File: src/rtl/float_argmax_stream.sv
// Streaming IEEE-754 single-precision argmax/argmin reduction.
// Takes one element per cycle and holds {value, index, flags} until the consumer accepts it.
module float_argmax_stream #(
  parameter bit          FIND_MIN    = 1'b0,
  parameter int unsigned INDEX_WIDTH = 16
) (
  input  logic                   clk_i,
  input  logic                   reset_i,
  input  logic [31:0]            in_data_i,
  input  logic                   in_valid_i,
  input  logic                   in_last_i,
  output logic                   in_ready_o,
  output logic [31:0]            out_value_o,
  output logic [INDEX_WIDTH-1:0] out_index_o,
  output logic                   out_found_o,
  output logic                   out_nan_o,
  output logic                   out_ovf_o,
  output logic                   out_valid_o,
  input  logic                   out_ready_i
);

  localparam logic [INDEX_WIDTH-1:0] IdxMax   = '1;
  localparam logic [31:0]            QuietNan = 32'h7FC0_0000;

  typedef enum logic [1:0] {
    StIdle,
    StAccum,
    StDone
  } state_e;

  state_e                 state_q, state_d;
  logic [31:0]            cand_q, cand_d;
  logic [INDEX_WIDTH-1:0] cand_idx_q, cand_idx_d;
  logic [INDEX_WIDTH-1:0] cnt_q, cnt_d;
  logic                   cnt_full_q, cnt_full_d;
  logic                   found_q, found_d;
  logic                   nan_q, nan_d;
  logic                   ovf_q, ovf_d;

  logic        accept;
  logic        in_is_nan;
  logic [31:0] in_key;
  logic [31:0] cand_key;
  logic        in_better;
  logic        take;

  // Maps float bits onto an unsigned key with the same total order (-0 < +0).
  function automatic logic [31:0] order_key(input logic [31:0] x);
    return x[31] ? ~x : (x ^ 32'h8000_0000);
  endfunction

  assign in_is_nan = (in_data_i[30:23] == 8'hFF) && (in_data_i[22:0] != 23'd0);
  assign in_key    = order_key(in_data_i);
  assign cand_key  = order_key(cand_q);
  assign in_better = FIND_MIN ? (in_key < cand_key) : (in_key > cand_key);
  assign take      = !in_is_nan && (!found_q || in_better);
  assign accept    = in_valid_i && (state_q != StDone);

  always_comb begin
    state_d    = state_q;
    cand_d     = cand_q;
    cand_idx_d = cand_idx_q;
    cnt_d      = cnt_q;
    cnt_full_d = cnt_full_q;
    found_d    = found_q;
    nan_d      = nan_q;
    ovf_d      = ovf_q;

    unique case (state_q)
      StIdle, StAccum: begin
        if (accept) begin
          state_d = in_last_i ? StDone : StAccum;
          if (take) begin
            cand_d     = in_data_i;
            cand_idx_d = cnt_q;
            found_d    = 1'b1;
          end
          if (in_is_nan) nan_d = 1'b1;
          // cnt_full marks that index IdxMax has already been consumed by an earlier beat.
          if (cnt_full_q) ovf_d = 1'b1;
          if (cnt_q == IdxMax) begin
            cnt_full_d = 1'b1;
          end else begin
            cnt_d = cnt_q + 1'b1;
          end
        end
      end
      StDone: begin
        if (out_ready_i) begin
          state_d    = StIdle;
          cand_d     = 32'd0;
          cand_idx_d = '0;
          cnt_d      = '0;
          cnt_full_d = 1'b0;
          found_d    = 1'b0;
          nan_d      = 1'b0;
          ovf_d      = 1'b0;
        end
      end
      default: state_d = StIdle;
    endcase
  end

  always_ff @(posedge clk_i) begin
    if (reset_i) begin
      state_q    <= StIdle;
      cand_q     <= 32'd0;
      cand_idx_q <= '0;
      cnt_q      <= '0;
      cnt_full_q <= 1'b0;
      found_q    <= 1'b0;
      nan_q      <= 1'b0;
      ovf_q      <= 1'b0;
    end else begin
      state_q    <= state_d;
      cand_q     <= cand_d;
      cand_idx_q <= cand_idx_d;
      cnt_q      <= cnt_d;
      cnt_full_q <= cnt_full_d;
      found_q    <= found_d;
      nan_q      <= nan_d;
      ovf_q      <= ovf_d;
    end
  end

  always_comb begin
    in_ready_o  = (state_q != StDone);
    out_valid_o = (state_q == StDone);
    out_index_o = cand_idx_q;
    out_found_o = found_q;
    out_nan_o   = nan_q;
    out_ovf_o   = ovf_q;
    // An all-NaN vector reports a canonical quiet NaN.
    if (found_q) begin
      out_value_o = cand_q;
    end else if (state_q == StDone) begin
      out_value_o = QuietNan;
    end else begin
      out_value_o = 32'd0;
    end
  end

endmodule

File: config.mk
export PLATFORM = sky130hd
export DESIGN_NAME = float_argmax_stream
export DESIGN_NICKNAME = d
export VERILOG_FILES = /design/src/rtl/float_argmax_stream.sv
export SDC_FILE = /design/constraint.sdc
export NUM_CORES = 1
export LEC_CHECK = 0
export ABC_CLOCK_PERIOD_IN_PS = 3300
export BUFFER_PORTS_ARGS = -buffer_cell sky130_fd_sc_hd__buf_4
export CELL_PAD_IN_SITES_DETAIL_PLACEMENT = 0
export CELL_PAD_IN_SITES_GLOBAL_PLACEMENT = 1
export CORE_UTILIZATION = 39
export CTS_BUF_LIST = sky130_fd_sc_hd__clkbuf_8
export DETAILED_ROUTE_END_ITERATION = 10
export GPL_TIMING_DRIVEN = 0
export HOLD_SLACK_MARGIN = 0.05
export PLACE_DENSITY = 0.82
export SETUP_SLACK_MARGIN = 0.15
export SLEW_MARGIN = 20
export SYNTH_ARGS = -nofsm -noshare
export SYNTH_HDL_FRONTEND = slang
export SYNTH_SLANG_ARGS = --single-unit
File: constraint.sdc
create_clock -name clk_i -period 3.3 [get_ports clk_i]
set_clock_uncertainty 0.15 [all_clocks]
set_input_delay 0.165 -clock clk_i [delete_from_list [all_inputs] [get_ports clk_i]]
set_output_delay 0.165 -clock clk_i [all_outputs]
set_load 0.01 [all_outputs]
* Word level (Yosys, flattened, before mapping) *
Cells that the tools add are included.

operators by class
  $add $sub $neg = 1
  order comparisons = 1
  equality and inequality tests = 12
  mux-type cells = 32
  bitwise logic cells = 4
  reductions and logical operators = 16

operators with widths
  kind                     number
  $mux W32                 6
  $mux W16                 5
  $not A32 Y32             2
  $pmux W16 S2             2
  $pmux W32 S2             1
  $gt A32 B32 Y1           1
  $mux W31                 1
  $reduce_bool A23 Y1      1
  $reduce_and A4 Y1        5
  $add A16 B1 Y16 const B  1
  $eq A16 B16 Y1 const B   1
  $ne A2 B2 Y1 const B     7
  $mux W1                  9
  $eq A8 B8 Y1 const B     1
  $pmux W1 S2              4
  $mux W2                  3
  $pmux W2 S2              1
  $logic_and A1 B1 Y1      3
  $eq A2 B1 Y1 const B     1
  $eq A2 B2 Y1 const B     1
  $logic_not A1 Y1         2
  $logic_not A2 Y1         1
  $ne A2 B1 Y1 const B     1
  $not A1 Y1               2
  other kinds (4)          4

word-level totals
  bits in registers = 70
  input bits = 37
  output and inout port bits = 53
  word-level logic and storage cells = 74

* Longest topological paths before layout *
Gate-level depths: netlist (run 1).

  word-level depth = 8
  gate-level depth with buffers = 13
  gate-level depth less buffers = 8

* Least setup slack after synthesis (run 1) *
Ideal clock, no wire load.

  path kind = reg2reg
  start = register cand_q[31]
  end = register cand_q[23]
  setup time = 132 ps
  data arrival time = 3047 ps
  required time = 3018 ps
  path slack = -30 ps
  cell stages (with the launch flop) = 13
  buffers on the path = 4
  clock period less this slack = 3330 ps
  path through = dfxtp_1 clkbuf_1 clkbuf_1 xnor2_1 ha_1 nand4_1 or4_4 o41ai_4 nor2_2 buf_6 buf_6 o2111ai_1 a31oi_1

on the way
  word-level cells in the longest chain between the ends = 7
  elaborated cells between the ends (all ways) = 8
  those cells by class = 1 x order compare; 1 x eq/ne; 1 x mux; 2 x bitwise; 3 x reduce/logical

RTL lines
  item                                                         RTL line  RTL
  from (decl)                                                  32        logic [31:0] cand_q, cand_d;
  from (signal assigned)                                       116       cand_q <= cand_d;
  $not A1 Y1 (no line) / $not A32 Y32 (equally long branches)  -
  $mux W32 (*)                                                 49        return x[31] ? ~x : (x ^ 32'h8000_0000);
  $gt A32 B32 Y1 (*)                                           55        assign in_better = FIND_MIN ? (in_key < cand_key) : (in_key > cand_key);
  $logic_or A1 B1 Y1 (*)                                       56        assign take = !in_is_nan && (!found_q || in_better);
  $logic_and A1 B1 Y1 (*)                                      56
  $ne A2 B2 Y1 (no line) (*)                                   -
  $reduce_and A4 Y1 (no line) (*)                              -

Every way passes the cells marked *; elsewhere a longest branch is shown, timed or not.
A chain may end at the register's enable or synchronous reset.

* Worst setup path in the final report (run 1) *
Ends and elaborated chain as after synthesis.

==> results.md, run 1 <==
* Outcome: completed
* Synth unique cells at 46
* Worst-path fanout max at 8
* Synth Instances at approximately 600
* H-tree depth at 3
* Pre-Repair DR Iteration Count at 5
* Max-cap violations at 0
* Final Hold Fails at 0
* Final Slew Violations at 0
* Vias in the first global route at between 5000 and 6000
* TritonCTS clock tree: yes
* Clock Latency Late Sink at between 0.3 and 0.4 ns
* CTS sink count at 70
* Die Wd at about 120 microns
* Register area share after synthesis at between 20 and 30%
* Synth Warn # at 0
* Die Area at 13300 sq um
* Dominant cell type by area after synthesis: dfxtp_1
* Crit share post-route at a little over nine tenths
* RD Place Congestion at 0.849
* RSZ-0062 raised after global routing: yes
* Share of flip-flops with an asynchronous set or reset at 0%
* Worst ir drop on vdd at 173 uV
* Post-Layout Cell Count at 935
* Largest net degree at the start of global routing at 13
* Root Driver: clkbuf_8
* Final nets at just over 800
* Top post-synthesis cells by area: dfxtp_1 (28%), o2111ai_1 (8.4%), ha_1 (8.2%), xnor2_1 (7.2%), a31oi_1 (6.1%)
* Cell family with most CP delay: simple AND/OR/NAND/NOR gates
* Worst-path clk slew at about 0.08 ns
* Relative slew slack at 56.5%
* Post-DP HPWL at roughly 12000 microns
* Worst hold margin at approximately 0.13 ns
* Critical path capture point type: register
* Critical path type: reg2reg
* #FFs+latches synth at 70
* Io pins at 90
* Avg Inst Size Synth at 8.19 sq um
* Least-Margin Pin Slew at around 0.65 ns
* Starting density of the core at 39.9%
* 1st-iter DRT viols at approximately 380
* Initial antenna violation count at 0
* Setup Viol. Count Final at 0
* Power Dens Cells at ~380 nW/um^2
* Max Fclk at between 300 and 400 MHz
* Yosys top cell area share at 27.9%
* Tmin final at 3.20 ns
* Die Span Y at about 120 microns
* Post-synth EDFFs at 0
* Post-Syn Area at 5020 sq um
* Hold Crit Class: in2reg
* FP Rows at slightly above 40
* Uppermost routed layer: met4
* CP startpoint kind: register
* Static leakage at ~2.5 nW
* Gr ovfl total at 0
* Post-route DRC at 0
* Main synth FF type: dfxtp_1
* Worst path cell trace: buf_12 > buf_12 > xnor2_1 > ha_1 > nand4_1 > or4_4 > o41ai_4 > buf_4 > nor2_4 > buf_6 > buf_8 > o2111ai_1 > a31oi_1
* Wire per inst at between 15 and 20 microns
* Worst path arrival time at 3.28 ns
* Core Area at 12600 sq um
* Clock buffer depth at 2
* Vias per cell at approximately 5.9
* Antenna Cells at 0
* First-pass GRT wire length at roughly 26000 microns
* Slowest Stage Delay on Critical Path at 0.57 ns
* Post-Syn Nets at 683
* Area grow syn2layout at 35.6%
* Met2 wire length at around 8500 microns
* Layout cells sized above 1 at a little under a quarter
* Port-buffer cells at 87
* WP data required at 3.38 ns
* Most frequent CP cell: buf_12
* Crit-path slowest cell: or4_4
* Overall routed net length at 17100 microns
* TritonCTS Buffers at 9
* Post-route ant nets at 0
* Total GRT Usage at between 20% and 30%
* Cell count after placement at roughly 870
* WL met3 at about 1000 microns
* Routed met1 length at just over 7000 microns
* Routed vias at between 5000 and 6000
* Buf/Inv on CP at 5
layout make-up:
class / instances / area [sq um]
Buffer: 62 / 409
Fill cell: 1170 / 5760
Tap cell: 172 / 215
Inverter: 10 / 37.5
Multi-Input combinational cell: 470 / 3390
Clock buffer: 9 / 124
Timing Repair Buffer: 135 / 1140
Sequential cell: 70 / 1400
Clock inverter: 7 / 90.1
metrics by stage:
stage	setup WS, ns	utilization (%)	power [mW]	TNS (ns)	cell area (sq um)
2_1_floorplan	0.151	-	1.44	0	5020
3_3_place_gp	-0.517	46.9	1.65	-22.92	5890
3_5_place_dp	-0.634	46.9	1.68	-28.09	5890
4_1_cts	0.151	52.1	2.51	0	6550
5_1_grt	0.00938	54.2	2.72	0	6810
6_report	0.104	54.2	2.59	0	6810
worst paths after layout:
check        cells past startpoint          to  slack [ns]         from
max                             13  cand_q[23]        0.10   cand_q[31]
max reg2reg                     13  cand_q[23]        0.10   cand_q[31]
min                              5   out_nan_o        0.13  out_ready_i
min reg2reg                      2   out_ovf_o        0.30    out_ovf_o
kinds of logic (layout without fill, tap and decap cells):
family / count (synthesis) / after routing / share of synthesized area [%]
flip-flops: 70 / 70 / 27.9
AO/OA/AOI/OAI: 201 / 201 / 27.4
AND/OR/NAND/NOR: 162 / 162 / 16.9
XOR/XNOR: 74 / 74 / 12.9
adder cells (fa/ha/maj): 33 / 33 / 8.23
buffers and inverters: 73 / 223 / 6.56
what timing repair did:
item | in CTS | in global routing
hold buffers | 35 | 0
pin swaps | 4 | 24
hold endpoints to repair | 33 | 0
gates cloned | 0 | 3
setup buffers | 2 | 8
resized for setup | 26 | 52
endpoints found under the setup margin | 49 | 49
power by group:
| part | internal, mW | switching, mW |
|---|---|---|
| Sequential | 0.889 | 0.0533 |
| Combinational | 0.398 | 0.463 |
| Clock | 0.422 | 0.365 |
| Total | 1.71 | 0.882 |
worst reg2reg max path, cell delays in order, from the launching register on:
cell and delay, ns:
dfxtp_2 0.35, buf_12 0.15, buf_12 0.14, xnor2_1 0.13
ha_1 0.31, nand4_1 0.17, or4_4 0.57, o41ai_4 0.34
buf_4 0.19, nor2_4 0.06, buf_6 0.15, buf_8 0.13
o2111ai_1 0.09, a31oi_1 0.13
sequential cells by signal, indices dropped and copies added, names as in the netlist:
name	count
out_ovf_o	1
out_nan_o	1
cnt_q	16
cnt_full_q	1
out_index_o	16
out_found_o	1
cand_q	32
state_q	2
layer usage:
metal	vias up	track usage (%)
met1	2692	30.5
met3	41	3.92
li1	2599	-
met4	0	11.0
met5	-	0
met2	209	44.4
Yosys cell counts, types with 2 or more instances:
cell       instances
dfxtp_1           70
nand3_1           55
o21ai_0           50
a31oi_1           49
o2111ai_1         48
clkbuf_1          43
xnor2_1           41
ha_1              33
xor2_1            33
nor2_1            26
and2_1            23
a21oi_1           21
nand2_1           14
a21o_1            11
nand4_1           11
nor4_1            11
inv_1              9
buf_2              8
nor3_1             8
buf_1              5
buf_6              5
o21ai_1            5
o21a_1             4
or3_1              3
and4_1             2
buf_4              2
nor2b_1            2
o2bb2ai_1          2
or2_2              2
layout by cell type, fill, tap and decap left out, types with 4 or more instances in the layout:
| master | netlist | final |
|---|---|---|
| buf_4 | 2 | 98 |
| dfxtp_1 | 70 | 69 |
| nand3_1 | 55 | 55 |
| o21ai_0 | 50 | 49 |
| a31oi_1 | 49 | 49 |
| xnor2_1 | 41 | 40 |
| o2111ai_1 | 48 | 40 |
| dlygate4sd3_1 | 0 | 35 |
| xor2_1 | 33 | 33 |
| ha_1 | 33 | 32 |
| clkbuf_1 | 43 | 28 |
| nor2_1 | 26 | 25 |
| and2_1 | 23 | 23 |
| a21oi_1 | 21 | 21 |
| nand2_1 | 14 | 14 |
| buf_2 | 8 | 13 |
| a21o_1 | 11 | 11 |
| nand4_1 | 11 | 11 |
| nor4_1 | 11 | 11 |
| inv_1 | 9 | 10 |
| clkbuf_8 | 0 | 9 |
| buf_6 | 5 | 8 |
| o2111ai_2 | 0 | 8 |
| nor3_1 | 8 | 7 |
| o21ai_1 | 5 | 6 |
| o21a_1 | 4 | 4 |
| clkbuf_2 | 0 | 4 |
Note: power is estimated with default switching activity, not from simulation.
==> run 2, diff against run 1 <==
Settings changed: CORE_MARGIN set to 2, SLEW_MARGIN 20 to 25.
==> run 2 against run 1 <==
Clock-buffer cell count is 2 higher. Sequential share of layout area is 0.31 points lower. Maximum frequency is 1.1% higher. Sequential cell count stayed put. Core utilization grew 0.83 points. Highest routed layer unchanged.
==> results.md, run 2 (synthesized netlist as in run 1, its figures left out) <==
* H-tree depth at 3
* FP Rows at 41
* Port-buffer cells at 87
* First-pass GRT wire length at about 27000 microns
* Setup slack after layout at around 0.14 ns
* TritonCTS clock tree: yes
* Total GRT Usage at 23.8%
* Clock buffer depth at 2
* RSZ-0062 raised after global routing: yes
* Final std cell area, no fill at approximately 6900 sq um
* Die Span Y at roughly 120 microns
* Final Slew Violations at 0
* Final nets at approximately 830
* Vias in the first global route at 5450
* Initial antenna violation count at 0
* Most frequent cells in the layout: buf_4 (101), dfxtp_1 (69), nand3_1 (55), a31oi_1 (49), o21ai_0 (42)
* RD Place Congestion at between 0.8 and 0.9
* Setup slack, reg-to-reg at between 0.1 and 0.15 ns
* Area grow syn2layout at 37.7%
* Die Wd at 117 microns
* Antenna Cells at 0
* Worst ir drop on vdd at around 220 uV
* Starting density of the core at 39.9%
* CTS sink count at 70
* Top reg by flops: cand_q
* Largest net degree at the start of global routing at 12
* Placement Setup Slack at -0.609 ns
* Root Driver: clkbuf_8
* Post-DP HPWL at around 12000 microns
* Die Area at about 14000 sq um
* Io pins at 90
* Pre-Repair DR Iteration Count at 5
* TritonCTS Buffers at 9
* Clock Latency Late Sink at approximately 0.36 ns
* Crit share post-route at 95.8%
* Wire per inst at 18.4 microns
* Post-route DRC at 0
* Critical path type: reg2reg
* Worst hold margin at around 0.13 ns
* Hold Crit Class: in2reg
* Tmin final at 3.16 ns
* Max-cap violations at 0
* Vias per cell at between 5 and 6
* Core Area at between 10000 and 15000 sq um
* FILL cells at 1176
* Relative slew slack at a little over half
* Most common cell after layout, fill and taps aside: buf_4
* 1st-iter DRT viols at about 350
* Critical path capture point type: register
* Max reg flops at 32
* Post-route ant nets at 0
* Worst-path fanout max at 8
* Outcome: completed
* Worst-path clk slew at 0.08 ns
* CP startpoint kind: register
* Worst path arrival time at 3.24 ns
* Routed vias at about 5600
* Least-Margin Pin Slew at between 0.6 and 0.7 ns
* Power Dens Cells at 379 nW/um^2
* Gr ovfl total at 0
* Overall routed net length at roughly 17000 microns
* Final Hold Fails at 0
* Max Fclk at about 320 MHz
* Setup Viol. Count Final at 0
* WP data required at between 3 and 4 ns
* Static leakage at ~2.6 nW
* Placed cell area at between 5000 and 6000 sq um
* Layout cells sized above 1 at approximately 24%
-- run 2: changes by cell type in the layout (fill, tap and decap cells not counted), sizes merged --
| cell | change |
|---|---|
| buf | +1 |
| clkbuf | +2 |
| clkinv | -3 |
-- run 2: repair_timing --
action,CTS,global route
gates cloned,0,3
setup endpoints to repair,49,49
hold endpoints to repair,33,0
resized for setup,25,80
hold buffers,35,0
pin swaps,5,28
setup buffers,5,6
-- run 2: per-stage QoR --
stage	std cells	total power, mW	util (%)	setup TNS, ns
final	935	2.62	55.0	0
after global routing	935	2.75	55.0	0
after CTS	926	2.54	52.2	0
after detailed placement	872	1.68	46.9	-23.80
after global placement	872	1.66	46.9	-22.00
after floorplan	613	1.44	-	0
-- run 2: power by group --
part           switching (mW)  internal [mW]  leakage (nW)  total (mW)
clock                   0.345          0.460         0.113       0.806
combinational           0.465          0.404          1.87       0.868
sequential             0.0543          0.889         0.570       0.943
total                   0.864           1.75          2.56        2.62
-- run 2: area by class of cell --
type / instances / area [sq um] / share of cell area (%)
Timing Repair Buffer: 136 / 1160 / 16.9
Clock buffer: 11 / 151 / 2.19
Buffer: 62 / 427 / 6.17
Clock inverter: 4 / 71.3 / 1.03
Sequential cell: 70 / 1400 / 20.3
Inverter: 10 / 37.5 / 0.543
Tap cell: 172 / 215 / 3.11
Multi-Input combinational cell: 470 / 3440 / 49.8
-- run 2: critical path: stages, from the launching register on --
cell and delay [ns]:
dfxtp_2 0.34, buf_12 0.15, buf_12 0.14, xnor2_2 0.12
ha_1 0.32, nand4_1 0.16, or4_4 0.59, o41ai_4 0.34
buf_4 0.20, nor2_4 0.06, buf_6 0.14, buf_4 0.15
o2111ai_1 0.07, a31oi_1 0.10
-- run 2: path summary, 6_finish.rpt --
| path | cells after the start | endpoint | start |
|---|---|---|---|
| setup reg to reg | 13 | out_index_o[2] | cand_q[31] |
| hold reg to reg | 2 | out_ovf_o | out_ovf_o |
| hold / removal | 5 | out_nan_o | out_ready_i |
| setup / recovery | 13 | out_index_o[2] | cand_q[31] |
-- run 2: routing by layer --
| layer | routed length [microns] | up-vias | share of wire, % | GRT usage [%] |
|---|---|---|---|---|
| met5 | 0 | - | 0 | 0 |
| met4 | 525 | 0 | 3.1 | 12.0 |
| met3 | 1070 | 41 | 6.2 | 3.16 |
| met2 | 8650 | 222 | 50 | 40.2 |
| met1 | 6950 | 2698 | 40 | 29.5 |
| li1 | - | 2607 | - | - |
==> run 3, diff against run 2 <==
Settings changed: REMOVE_ABC_BUFFERS set to 1.
==> run 3 against run 2 <==
Clock-buffer cell count down 2. Highest routed layer unchanged. Combinational power down 3.6%. First-iteration DRC count up 20%. Maximum frequency up 2.6%. Worst setup slack better by 0.081 ns. Sequential power up 1%. Hold slack worse by 0.022 ns. Largest power group unchanged.
==> results.md, run 3 (synthesized netlist as in run 1, its figures left out) <==
* Initial antenna violation count at 0
* Final std cell area, no fill at just under 7000 sq um
* Critical path type: reg2reg
* Post-route DRC at 0
* Max Fclk at between 300 and 400 MHz
* Root Driver: clkbuf_8
* Final core occ at a little over half
* Top reg by flops: cand_q
* Most common cell after layout, fill and taps aside: buf_4
* Hold Crit Class: in2reg
* Worst-path clk slew at about 0.090 ns
* Clock Latency Late Sink at approximately 0.38 ns
* First-pass GRT wire length at roughly 26000 microns
* FP Rows at ~40
* Starting density of the core at 39.9%
* Vias in the first global route at approximately 5100
* 1st-iter DRT viols at 420
* Worst path arrival time at 3.17 ns
* Worst-path fanout max at 13
* Wire per inst at 18.6 microns
* Total GRT Usage at around 23%
* TritonCTS clock tree: yes
* Setup TNS at 0 ns
* H-tree depth at 3
* RSZ-0062 raised after global routing: yes
* Static leakage at about 2.5 nW
* Gr ovfl total at 0
* Outcome: completed
* Die Area at around 14000 sq um
* Post-DP HPWL at between 10000 and 15000 microns
* Hold path depth at 5
* Pre-Repair DR Iteration Count at 5
* TritonCTS Buffers at 9
* Setup slack after layout at approximately 0.22 ns
* Overall routed net length at 16800 microns
* Port-buffer cells at slightly below 90
* Placement Setup Slack at -0.691 ns
* Area grow syn2layout at 34.6%
* Clock buffer depth at 2
* Io pins at 90
* Routed vias at about 5400
* WP data required at 3.39 ns
* Final nets at approximately 800
* Least-Margin Pin Slew at between 0.9 and 1 ns
* Vias per cell at between 5 and 6
* R2R depth at 12
* Tmin final at ~3.1 ns
* Antenna Cells at 0
* Relative slew slack at 39.2%
* Die Wd at 117 microns
* Power Dens Cells at between 300 and 400 nW/um^2
* Post-route ant nets at 0
* Placed cell area at between 5000 and 6000 sq um
* Die Span Y at between 100 and 150 microns
* Post-Layout Cell Count at around 900
* Largest net degree at the start of global routing at 53
* CP startpoint kind: register
* Worst ir drop on vdd at 216 uV
* Final Slew Violations at 0
* RD Place Congestion at ~0.79
* Final Hold Fails at 0
* Layout cells sized above 1 at about 22%
* CTS sink count at 70
* Max-cap violations at 0
* Cell count after placement at 825
* Crit share post-route at between 90% and 100%
* Max reg flops at 32
* Core Area at 12600 sq um
* Most frequent cells in the layout: buf_4 (109), dfxtp_1 (68), nand3_1 (55), o21ai_0 (50), a31oi_1 (49)
* Critical path capture point type: register
* Setup Viol. Count Final at 0
-- run 3: repair_timing --
item                                    4_1_cts  5_1_grt
cloned                                        1        4
buffers inserted                              7       13
hold buffers                                 35        0
gates resized for setup                       6       15
pin swaps                                     1       16
endpoints found under the setup margin       49       54
hold endpoints to repair                     33        0
-- run 3: cell type report --
class | instances | area (sq um)
timing repair buffer | 160 | 1470
clock inverter | 7 | 104
multi-input combinational | 473 | 3400
clock buffer | 9 | 124
fill | 1165 | 5810
inverter | 10 | 38.8
tap | 172 | 215
sequential | 70 | 1410
-- run 3: critical path, cell delays in order (launching register included) --
cell and delay, ns:
dfxtp_4 0.38, buf_16 0.15, buf_6 0.14, xnor2_1 0.14, ha_1 0.29, nand4_1 0.11
or4_4 0.59, a21oi_4 0.24, o41ai_4 0.13, buf_4 0.19, buf_4 0.18, nand3_1 0.13
a31oi_1 0.10
-- run 3: stage by stage --
step / hold WS [ns] / total power [mW]
3_3_place_gp: 0.229 / 1.62
5_1_grt: 0.128 / 2.76
6_report: 0.110 / 2.62
4_1_cts: 0.0937 / 2.58
3_5_place_dp: 0.258 / 1.69
2_1_floorplan: 0.0844 / 1.39
-- run 3: final timing paths --
kind           endpoint  slack (ns)         from
max reg2reg  cand_q[22]        0.22   cand_q[31]
max          cand_q[22]        0.22   cand_q[31]
min reg2reg   out_ovf_o        0.31    out_ovf_o
min          cnt_full_q        0.11  out_ready_i
-- run 3: layer usage --
metal / up-vias / GRT usage (%) / routed length, microns
li1: 2540 / - / -
met2: 260 / 37.5 / 7910
met5: - / 0 / 0
met3: 38 / 4.86 / 1320
met1: 2530 / 30.5 / 7140
met4: 0 / 7.68 / 388
-- run 3: power by group --
group          internal, mW  switching (mW)  total, mW  leakage, nW
clock                 0.436           0.397      0.833        0.115
sequential            0.889          0.0641      0.953        0.571
combinational         0.392           0.445      0.837         1.81
